==> config.mk <==
export PLATFORM = sky130hd
export DESIGN_NAME = frogger_game_fsm
export DESIGN_NICKNAME = d
export VERILOG_FILES = /design/src/rtl/frogger_pkg.sv /design/src/rtl/frogger_game_fsm_if.sv /design/src/rtl/frogger_collide.sv /design/src/rtl/frogger_game_fsm.sv
export SDC_FILE = /design/constraint.sdc
export NUM_CORES = 1
export LEC_CHECK = 0
export ABC_AREA = 1
export CORE_ASPECT_RATIO = 1.4
export CORE_MARGIN = 2
export CORE_UTILIZATION = 45
export CTS_CLUSTER_SIZE = 20
export DETAILED_ROUTE_END_ITERATION = 10
export PLACE_DENSITY = 0.79
export SLEW_MARGIN = 40
export SYNTH_ARGS = -nofsm -noshare
export SYNTH_HDL_FRONTEND = slang
export SYNTH_SLANG_ARGS = --single-unit
export TNS_END_PERCENT = 50
==> constraint.sdc <==
create_clock -name i_Clk -period 3.7 [get_ports i_Clk]
set_input_delay 0.555 -clock i_Clk [delete_from_list [all_inputs] [get_ports i_Clk]]
set_output_delay 0.555 -clock i_Clk [all_outputs]
set_load 0.02 [all_outputs]
==> src/rtl/frogger_pkg.sv <==
// Shared constants for the frogger game-flow controller:
// state encoding, bitmap tile codes and default coordinate width.
package frogger_pkg;

  localparam int COORD_W_DFLT = 6;

  localparam logic [2:0] ST_IDLE      = 3'd0;
  localparam logic [2:0] ST_PLAYING   = 3'd1;
  localparam logic [2:0] ST_DYING     = 3'd2;
  localparam logic [2:0] ST_LEVEL_UP  = 3'd3;
  localparam logic [2:0] ST_GAME_OVER = 3'd4;

  localparam logic [2:0] TILE_WALL  = 3'd0;
  localparam logic [2:0] TILE_ROAD  = 3'd1;
  localparam logic [2:0] TILE_WATER = 3'd2;
  localparam logic [2:0] TILE_SAFE  = 3'd3;
  localparam logic [2:0] TILE_GOAL  = 3'd4;

endpackage

==> src/rtl/frogger_game_fsm_if.sv <==
// Frog/car position bus shared between the game FSM
// and the collision checker.
interface frogger_game_fsm_if
  import frogger_pkg::*;
#(
  parameter int NUM_CARS = 10,
  parameter int COORD_W  = COORD_W_DFLT
);

  logic [COORD_W-1:0]          frog_x;
  logic [COORD_W-1:0]          frog_y;
  logic [NUM_CARS*COORD_W-1:0] car_x;
  logic [NUM_CARS*COORD_W-1:0] car_y;

  modport master (
    output frog_x, frog_y, car_x, car_y
  );

  modport slave (
    input frog_x, frog_y, car_x, car_y
  );

endinterface

==> src/rtl/frogger_collide.sv <==
// Combinational frog-vs-cars overlap: OR of per-car
// full-width X/Y equality.
module frogger_collide #(
  parameter int NUM_CARS = 10,
  parameter int COORD_W  = 6
) (
  frogger_game_fsm_if.slave bus_i,
  output logic              o_Car_Hit
);

  always_comb begin
    o_Car_Hit = 1'b0;
    for (int k = 0; k < NUM_CARS; k++) begin
      if (bus_i.car_x[k*COORD_W +: COORD_W] == bus_i.frog_x &&
          bus_i.car_y[k*COORD_W +: COORD_W] == bus_i.frog_y)
        o_Car_Hit = 1'b1;
    end
  end

endmodule

==> src/rtl/frogger_game_fsm.sv <==
// Frame-paced round controller: start, play, death, level-up,
// game over; owns lives, level, score, goals and life timer.
module frogger_game_fsm #(
  parameter int          NUM_CARS        = 10,
  parameter int          COORD_W         = frogger_pkg::COORD_W_DFLT,
  parameter int          NUM_LIVES       = 3,
  parameter int          LIFE_FRAMES     = 1800,
  parameter int          DEATH_FRAMES    = 60,
  parameter int          LEVELUP_FRAMES  = 90,
  parameter int          GOALS_PER_LEVEL = 5,
  parameter int          MAX_LEVEL       = 7,
  parameter int          SCORE_MAX       = 99,
  parameter logic [2:0]  TILE_WATER      = frogger_pkg::TILE_WATER,
  parameter logic [2:0]  TILE_GOAL       = frogger_pkg::TILE_GOAL
) (
  input  logic                        i_Clk,
  input  logic                        i_Rst_L,
  input  logic                        i_Frame_Tick,
  input  logic                        i_Game_Start,
  input  logic [COORD_W-1:0]          i_Frog_X,
  input  logic [COORD_W-1:0]          i_Frog_Y,
  input  logic [2:0]                  i_Tile,
  input  logic [NUM_CARS*COORD_W-1:0] i_Car_X,
  input  logic [NUM_CARS*COORD_W-1:0] i_Car_Y,
  output logic [2:0]                  o_State,
  output logic                        o_Frog_Reset,
  output logic                        o_Hit,
  output logic [2:0]                  o_Lives,
  output logic [2:0]                  o_Level,
  output logic [6:0]                  o_Score,
  output logic [10:0]                 o_Timer
);

  import frogger_pkg::*;

  localparam int GW   = $clog2(GOALS_PER_LEVEL + 1);
  localparam int FMAX = (DEATH_FRAMES > LEVELUP_FRAMES) ?
                        DEATH_FRAMES : LEVELUP_FRAMES;
  localparam int FW   = $clog2(FMAX + 1);

  localparam logic [10:0]   TMR_INIT = 11'(LIFE_FRAMES);
  localparam logic [2:0]    LIV_INIT = 3'(NUM_LIVES);
  localparam logic [FW-1:0] DIE_LAST = FW'(DEATH_FRAMES - 1);
  localparam logic [FW-1:0] LVL_LAST = FW'(LEVELUP_FRAMES - 1);

  frogger_game_fsm_if #(
    .NUM_CARS (NUM_CARS),
    .COORD_W  (COORD_W)
  ) pos_if ();

  assign pos_if.frog_x = i_Frog_X;
  assign pos_if.frog_y = i_Frog_Y;
  assign pos_if.car_x  = i_Car_X;
  assign pos_if.car_y  = i_Car_Y;

  logic car_hit;

  frogger_collide #(
    .NUM_CARS (NUM_CARS),
    .COORD_W  (COORD_W)
  ) u_collide (
    .bus_i     (pos_if),
    .o_Car_Hit (car_hit)
  );

  logic [2:0]    state_q, state_d;
  logic [2:0]    lives_q, lives_d;
  logic [2:0]    level_q, level_d;
  logic [6:0]    score_q, score_d;
  logic [GW-1:0] goals_q, goals_d;
  logic [10:0]   timer_q, timer_d;
  logic [FW-1:0] frm_q,   frm_d;
  logic          start_q;
  logic          frst_q,  frst_d;
  logic          hit_q,   hit_d;

  logic start_edge;
  logic fatal;
  logic goal;

  assign start_edge = i_Game_Start & ~start_q;
  assign fatal = car_hit | (i_Tile == TILE_WATER) |
                 (i_Frame_Tick & (timer_q == 11'd1));
  assign goal  = (i_Frog_Y == '0) & (i_Tile == TILE_GOAL);

  always_comb begin
    state_d = state_q;
    lives_d = lives_q;
    level_d = level_q;
    score_d = score_q;
    goals_d = goals_q;
    timer_d = timer_q;
    frm_d   = frm_q;
    frst_d  = 1'b0;
    hit_d   = 1'b0;
    unique case (1'b1)
      (state_q == ST_IDLE),
      (state_q == ST_GAME_OVER): begin
        if (start_edge) begin
          state_d = ST_PLAYING;
          lives_d = LIV_INIT;
          level_d = '0;
          score_d = '0;
          goals_d = '0;
          timer_d = TMR_INIT;
          frm_d   = '0;
          frst_d  = 1'b1;
        end
      end
      (state_q == ST_PLAYING): begin
        if (i_Frame_Tick && timer_q != '0)
          timer_d = timer_q - 11'd1;
        // fatal takes priority over a simultaneous goal
        if (fatal) begin
          state_d = ST_DYING;
          hit_d   = 1'b1;
          lives_d = (lives_q == '0) ? '0 : lives_q - 3'd1;
          frm_d   = '0;
        end else if (goal) begin
          score_d = (score_q == 7'(SCORE_MAX)) ?
                    score_q : score_q + 7'd1;
          timer_d = TMR_INIT;
          frst_d  = 1'b1;
          if (goals_q + GW'(1) == GW'(GOALS_PER_LEVEL)) begin
            state_d = ST_LEVEL_UP;
            goals_d = '0;
            frm_d   = '0;
          end else begin
            goals_d = goals_q + GW'(1);
          end
        end
      end
      (state_q == ST_DYING): begin
        if (i_Frame_Tick) begin
          if (frm_q == DIE_LAST) begin
            frm_d = '0;
            if (lives_q == '0) begin
              state_d = ST_GAME_OVER;
            end else begin
              state_d = ST_PLAYING;
              timer_d = TMR_INIT;
              frst_d  = 1'b1;
            end
          end else begin
            frm_d = frm_q + FW'(1);
          end
        end
      end
      (state_q == ST_LEVEL_UP): begin
        if (i_Frame_Tick) begin
          if (frm_q == LVL_LAST) begin
            frm_d   = '0;
            state_d = ST_PLAYING;
            level_d = (level_q == 3'(MAX_LEVEL)) ?
                      level_q : level_q + 3'd1;
            timer_d = TMR_INIT;
            frst_d  = 1'b1;
          end else begin
            frm_d = frm_q + FW'(1);
          end
        end
      end
      default: begin
        state_d = ST_IDLE;
        frm_d   = '0;
      end
    endcase
  end

  always_ff @(posedge i_Clk or negedge i_Rst_L) begin
    if (!i_Rst_L) begin
      state_q <= ST_IDLE;
      lives_q <= LIV_INIT;
      level_q <= '0;
      score_q <= '0;
      goals_q <= '0;
      timer_q <= TMR_INIT;
      frm_q   <= '0;
      start_q <= 1'b0;
      frst_q  <= 1'b0;
      hit_q   <= 1'b0;
    end else begin
      state_q <= state_d;
      lives_q <= lives_d;
      level_q <= level_d;
      score_q <= score_d;
      goals_q <= goals_d;
      timer_q <= timer_d;
      frm_q   <= frm_d;
      start_q <= i_Game_Start;
      frst_q  <= frst_d;
      hit_q   <= hit_d;
    end
  end

  assign o_State      = state_q;
  assign o_Frog_Reset = frst_q;
  assign o_Hit        = hit_q;
  assign o_Lives      = lives_q;
  assign o_Level      = level_q;
  assign o_Score      = score_q;
  assign o_Timer      = timer_q;

endmodule

; ---- Word level (Yosys, flattened, before mapping)
; Index checks and enable logic that the tools add are counted.
[totals]
regBits = 40
output_inout_bits = 29
elab_cells = 160
[classes]
n_addsub = 6
muxes = 67
bitwise = 6
n_reduce_logical = 26
n_eq_ne = 45
[op_table]
columns = operator, count
row1 = equality test 6 bit, 20
row2 = two-way mux 11 bit, 9
row3 = two-way mux 7 bit, 11
row4 = two-way mux 3 bit, 19
row5 = case mux 11 bit (4 select lines), 1
row6 = case mux 7 bit (4 select lines), 1
row7 = two-way mux 1 bit, 20
row8 = inequality test 2 bit (second input constant), 9
row9 = case mux 3 bit (2 select lines), 3
row10 = AND reduction 5 bit, 3
row11 = adder 7 x 1 -> 7 bit (second input constant), 2
row12 = equality test 7 bit (second input constant), 2
row13 = case mux 7 bit (2 select lines), 1
row14 = AND reduction 7 bit, 2
row15 = equality test 3 bit (second input constant), 4
row16 = case mux 3 bit (4 select lines), 1
row17 = equality test 11 x 1 -> 1 bit (second input constant), 1
row18 = logical AND 1 bit, 11
row19 = nonzero test 11 bit, 1
row20 = subtractor 11 x 1 -> 11 bit (second input constant), 1
row21 = equality test 3 x 2 -> 1 bit (second input constant), 3
row22 = equality test 7 x 6 -> 1 bit (second input constant), 1
row23 = adder 3 x 1 -> 3 bit (second input constant), 2
row24 = zero test 3 bit, 2
row25 = other kinds (15), 20

; ---- Logic depth before layout (Yosys ltp)
[depth]
ltp_word = 16
ltp_mapped = 14
mapped_depth_nobuf = 14

; ---- Hierarchy
; A second synthesis with hierarchy kept.
[unflattened]
cells_unflattened = 711
hier_area_um2 = 4404.2
[modules_own_cells]
columns = mod, cells_per_inst, seq_area_each_um2, n_inst, area_per_inst_um2
row1 = frogger_game_fsm, 356, 1008.5, 1, 2570.0
row2 = frogger_collide, 355, 0.0, 1, 1834.3

; ---- Worst setup path after synthesis
; Ideal clock, no wire load.
[synth_path]
path_type = input-to-reg
from = input i_Frog_X[3]
to = register state_q[0] (netlist: o_State[0])
path_slack_ns = 1.855
setup_time_ns = 0.117
t_arrival_ns = 1.728
path_buffers = 2
required_time_ns = 3.583
path_stages = 13
cell_sequence = buf_4 -> xnor2_1 -> nand2_1 -> nor2_1 -> nand3_1 -> nand2_1 -> nor2_2 -> nand3_4 -> nor2_4 -> nand2_2 -> buf_6 -> nand3_1 -> nand2_1
[synth_between]
elab_chain_len = 16
elab_cells_between_ends = 37
cone_classes = 12 x eq/ne / 12 x mux / 2 x bitwise / 11 x reduce/logical
[synth_rtl]
columns = item, line_no
row1 = "start, declared", frogger_game_fsm.sv:20  ; input logic [COORD_W-1:0] i_Frog_X,
row2 = equality test 6 bit, frogger_collide.sv:14  ; if (bus_i.car_x[k*COORD_W +: COORD_W] == bus_i.frog_x &&
row3 = logical AND 1 bit, frogger_collide.sv:14
row4 = two-way mux 1 bit (9 in a row), frogger_collide.sv:14
row5 = two-way mux 1 bit *, frogger_collide.sv:14
row6 = OR 1 bit * (2 in a row), frogger_game_fsm.sv:82  ; assign fatal = car_hit | (i_Tile == TILE_WATER) |
row7 = inequality test 3 x 2 -> 1 bit (no source line) (tied with other cells), -
row8 = AND reduction 7 bit (no source line) or case mux 3 bit (4 select lines) (tied branches), -
row9 = "end signal, assigned", frogger_game_fsm.sv:183  ; state_q <= state_d;
row10 = "end, declared", frogger_game_fsm.sv:66  ; logic [2:0] state_q, state_d;
; Every way passes the cells marked *; elsewhere a longest branch is shown, timed or not.
; A chain may end at the register's enable or synchronous reset.

; ---- Worst setup path in the final report
[layout_path]
from = input i_Frog_Y[2]
to = register frm_q[1]
[layout_between]
elab_chain_len = 16
elab_cells_between_ends = 39
cone_classes = 12 x eq/ne / 12 x mux / 3 x bitwise / 12 x reduce/logical
[layout_rtl]
columns = item, line_no
row1 = "start, declared", frogger_game_fsm.sv:21  ; input logic [COORD_W-1:0] i_Frog_Y,
row2 = equality test 6 bit, frogger_collide.sv:15  ; bus_i.car_y[k*COORD_W +: COORD_W] == bus_i.frog_y)
row3 = logical AND 1 bit, frogger_collide.sv:14
row4 = two-way mux 1 bit (10 in a row), frogger_collide.sv:14
row5 = OR 1 bit (2 in a row), frogger_game_fsm.sv:82
row6 = inequality test 3 x 2 -> 1 bit (no source line) (tied with other cells), -
row7 = AND reduction 5 bit (no source line) or case mux 7 bit (4 select lines) (tied branches), -
row8 = "end signal, assigned", frogger_game_fsm.sv:189  ; frm_q <= frm_d;
row9 = "end, declared", frogger_game_fsm.sv:72  ; logic [FW-1:0] frm_q, frm_d;
; Parallel ways exist; a longest one is shown, timed or not.

==> metrics.txt <==
Psw=1.13 mW; flops & latches, synth=40; distinct cell type count after synthesis=34; Synth area leader=nand2_1; Post-CTS Setup Inserts=0; initial antenna violation count=1; final instance area=0.00617 mm^2; core region area=0.00935 mm^2; Vias=4889; relative slew slack=51.8%; total wire length=14700 um; post-detail-place hpwl=11900 um; final cell count without fillers=971; outcome=finished, final reports clean; FILL cells=840; synthesized area per cell=6.17 um^2; arrival time at the worst endpoint=3010 ps; placed instance area=0.00600 mm^2; Synth Cell Area=0.00429 mm^2; Tcrit/Tclk final=75.2%; Switching Share=43.8%; fin worst setup slack=918 ps; CTS H-tree lvls=2; Clock Skew=5.73 ps; setup tns final=0 ps; Min-Delay Path Class=input pin to asynchronous set/reset pin; Remaining DRCs=0; CTS Buf Count=5; first-pass GRT wire length=23300 um; Tmin final=2780 ps; largest net degree at the start of global routing=41; number of cells after detailed placement=962; Worst-Margin Slew=721 ps; reg-to-reg slack, setup=1590 ps; die height=120 um; P&R area growth vs syn=43.7%; clk sinks=40; top-area cell type share of the netlist area=23.3%; slowest cell on the critical path=clkdlybuf4s50_1; global route total overflow=0; Post-synth top cells=267 x nand2_1, 89 x inv_1, 78 x nor2_1; hold_buf cts=0; post-CTS resize count=0; RSZ-0062 raised after global routing=no; sequential-to-total area share from yosys stat=23.5%; prevailing post-synth register cell=dfrtp_1; Antenna Nets Post-Route=0; max-cap check violation count=0; critical path required time=3930 ps; Worst Setup End Kind=flip-flop; fmax=360 MHz; Crit path max-delay family=simple AND/OR/NAND/NOR gates; Clock Latency Late Sink=290 ps; Starting DRT DRC Count=271; nets=1007; Rows=42; maximum buffer depth of the clock tree=2; Yosys warning count=0; sequential power share=25.7%; hold_ws=227 ps; most used cell, CP=nand2_1; router iterations before antenna repair=5; vias in the first global route=4781; synthesized net count=844; wire per inst=15.2 um; Place WS=632 ps; layout cells sized above 1=4.42%; I/O Buffers=167; DIE WIDTH=86.6 um; Peak VDD IR=560 uV; Crit Path Max Fanout=12; GPL Wtd Cong=0.893; clock power share=19.2%; worst stage delay on the critical path=920 ps; Die Footprint=0.0104 mm^2; Via density=5.04; CTS clk-pin slew, worst paths=60 ps; Initial Utilization=45.9%; WS Path Type=input pin to flip-flop; synth top area cells=nand2_1 23%, dfrtp_1 20%, xnor2_1 14%; fin. max-slew vios=0; Global Route Usage Sum=28.5%; CTS tree=done; cell with the most instances after synthesis=nand2_1; Comb power frac=55.1%; internal power=1.45 mW; Power Density=417 mW/mm^2; EDFF count, synth=0; Cells after Synth=696; Hold Fails Final Rpt=0; root buf cell=clkbuf_16; CP startpoint kind=input pin; worst path bufs/invs=2; worst-path cell chain=clkdlybuf4s50_1 > inv_1 > nand2_1 > nand2_1 > nand2_1 > nor2_1 > nand3_1 > nand2_1 > nor2_2 > nand3_4 > nor2_4 > nand2_2 > nand2_2 > nand2_1 > nand2_1; Leakage=3.00 nW; # IOs=168; async set-reset flop share out of synthesis=100%; Final setup viols=0
power by group through the flow:
stage | logic [mW] | clock network, mW | registers (mW)
detailed placement | 1.41 | 0 | 0.665
CTS | 1.42 | 0.495 | 0.660
global route | 1.58 | 0.513 | 0.675
global placement | 1.37 | 0 | 0.661
floorplan | 0.788 | 0 | 0.749
finish | 1.42 | 0.494 | 0.662
cell usage in the layout, fill, tap and decap left out, types with 5 or more instances in the layout:
| cell type | count |
|---|---|
| nand2_1 | 267 |
| xor2_1 | 17 |
| ha_1 | 9 |
| xnor2_1 | 71 |
| dfstp_2 | 6 |
| o21ai_0 | 12 |
| nor2_1 | 78 |
| nand4_1 | 13 |
| clkdlybuf4s50_1 | 166 |
| a21oi_1 | 10 |
| o21ai_1 | 5 |
| dfrtp_1 | 34 |
| nand3_1 | 37 |
| inv_1 | 89 |
| clkbuf_16 | 5 |
| nor3_1 | 5 |
path summary, 6_finish.rpt:
| check | depth (start not counted) | start | to |
|---|---|---|---|
| hold / removal | 1 | i_Rst_L | o_Hit$_DFF_PN0_ |
| setup / recovery | 15 | i_Frog_Y[2] | frm_q[1]$_DFFE_PN0P_ |
| min in group i_Clk | 2 | o_Timer[10]$_DFFE_PN1P_ | o_Timer[10]$_DFFE_PN1P_ |
| hold reg to reg | 2 | o_Timer[10]$_DFFE_PN1P_ | o_Timer[10]$_DFFE_PN1P_ |
| setup reg to reg | 6 | o_State[0]$_DFFE_PN0P_ | o_Lives[1]$_DFFE_PN1P_ |
| max in group asynchronous | 1 | i_Rst_L | o_Timer[3]$_DFFE_PN1P_ |
kinds of logic (layout without fill, tap and decap cells):
family / Yosys count / count (layout) / synth area share (%)
other: 0 / 1 / 0
flip-flops: 40 / 40 / 23.5
AND/OR/NAND/NOR: 421 / 421 / 41.1
buffers and inverters: 106 / 270 / 10.8
adder cells (fa/ha/maj): 9 / 9 / 2.62
XOR/XNOR: 88 / 88 / 17.9
AO/OA/AOI/OAI: 32 / 32 / 4.02
area by class of cell:
type | count | area, um^2 | area share, %
multi-input cells | 550 | 2820 | 45.8
repair buffers | 169 | 1680 | 27.3
clock buffers | 6 | 129 | 2.09
diodes | 1 | 2.50 | 0.0406
clock inverters | 2 | 35.0 | 0.568
well taps | 110 | 138 | 2.23
flip-flops and latches | 40 | 1010 | 16.3
inverters | 93 | 350 | 5.68
layer usage:
| metal | up-vias | share of wire (%) | GRT usage [%] |
|---|---|---|---|
| met2 | 161 | 53 | 54.5 |
| met1 | 2263 | 38 | 31.2 |
| met3 | 24 | 6.8 | 4.06 |
| met4 | 0 | 2.4 | 9.67 |
| li1 | 2441 | - | - |
| met5 | - | 0 | 0 |
registers in the layout (all words and copies together) (netlist names):
name          cells
frm_q             7
goals_q           3
o_Frog_Reset      1
o_Hit             1
o_Level           3
o_Lives           3
o_Score           7
o_State           3
o_Timer          11
start_q           1
worst register-to-register path, delay by kind of cell (launching register included):
| kind | cells | cell delay [ps] |
|---|---|---|
| AO/OA/AOI/OAI | 3 | 730 |
| buffers and inverters | 2 | 350 |
| flip-flops | 1 | 420 |
| AND/OR/NAND/NOR | 1 | 530 |
metrics by stage:
stage               total power [mW]  util [%]
global placement                2.03      64.2
CTS                             2.58      65.9
detailed placement              2.08      64.2
finish                          2.57      66.0
global route                    2.77      66.0
floorplan                       1.54         -
(Power assumes the default switching activity.)
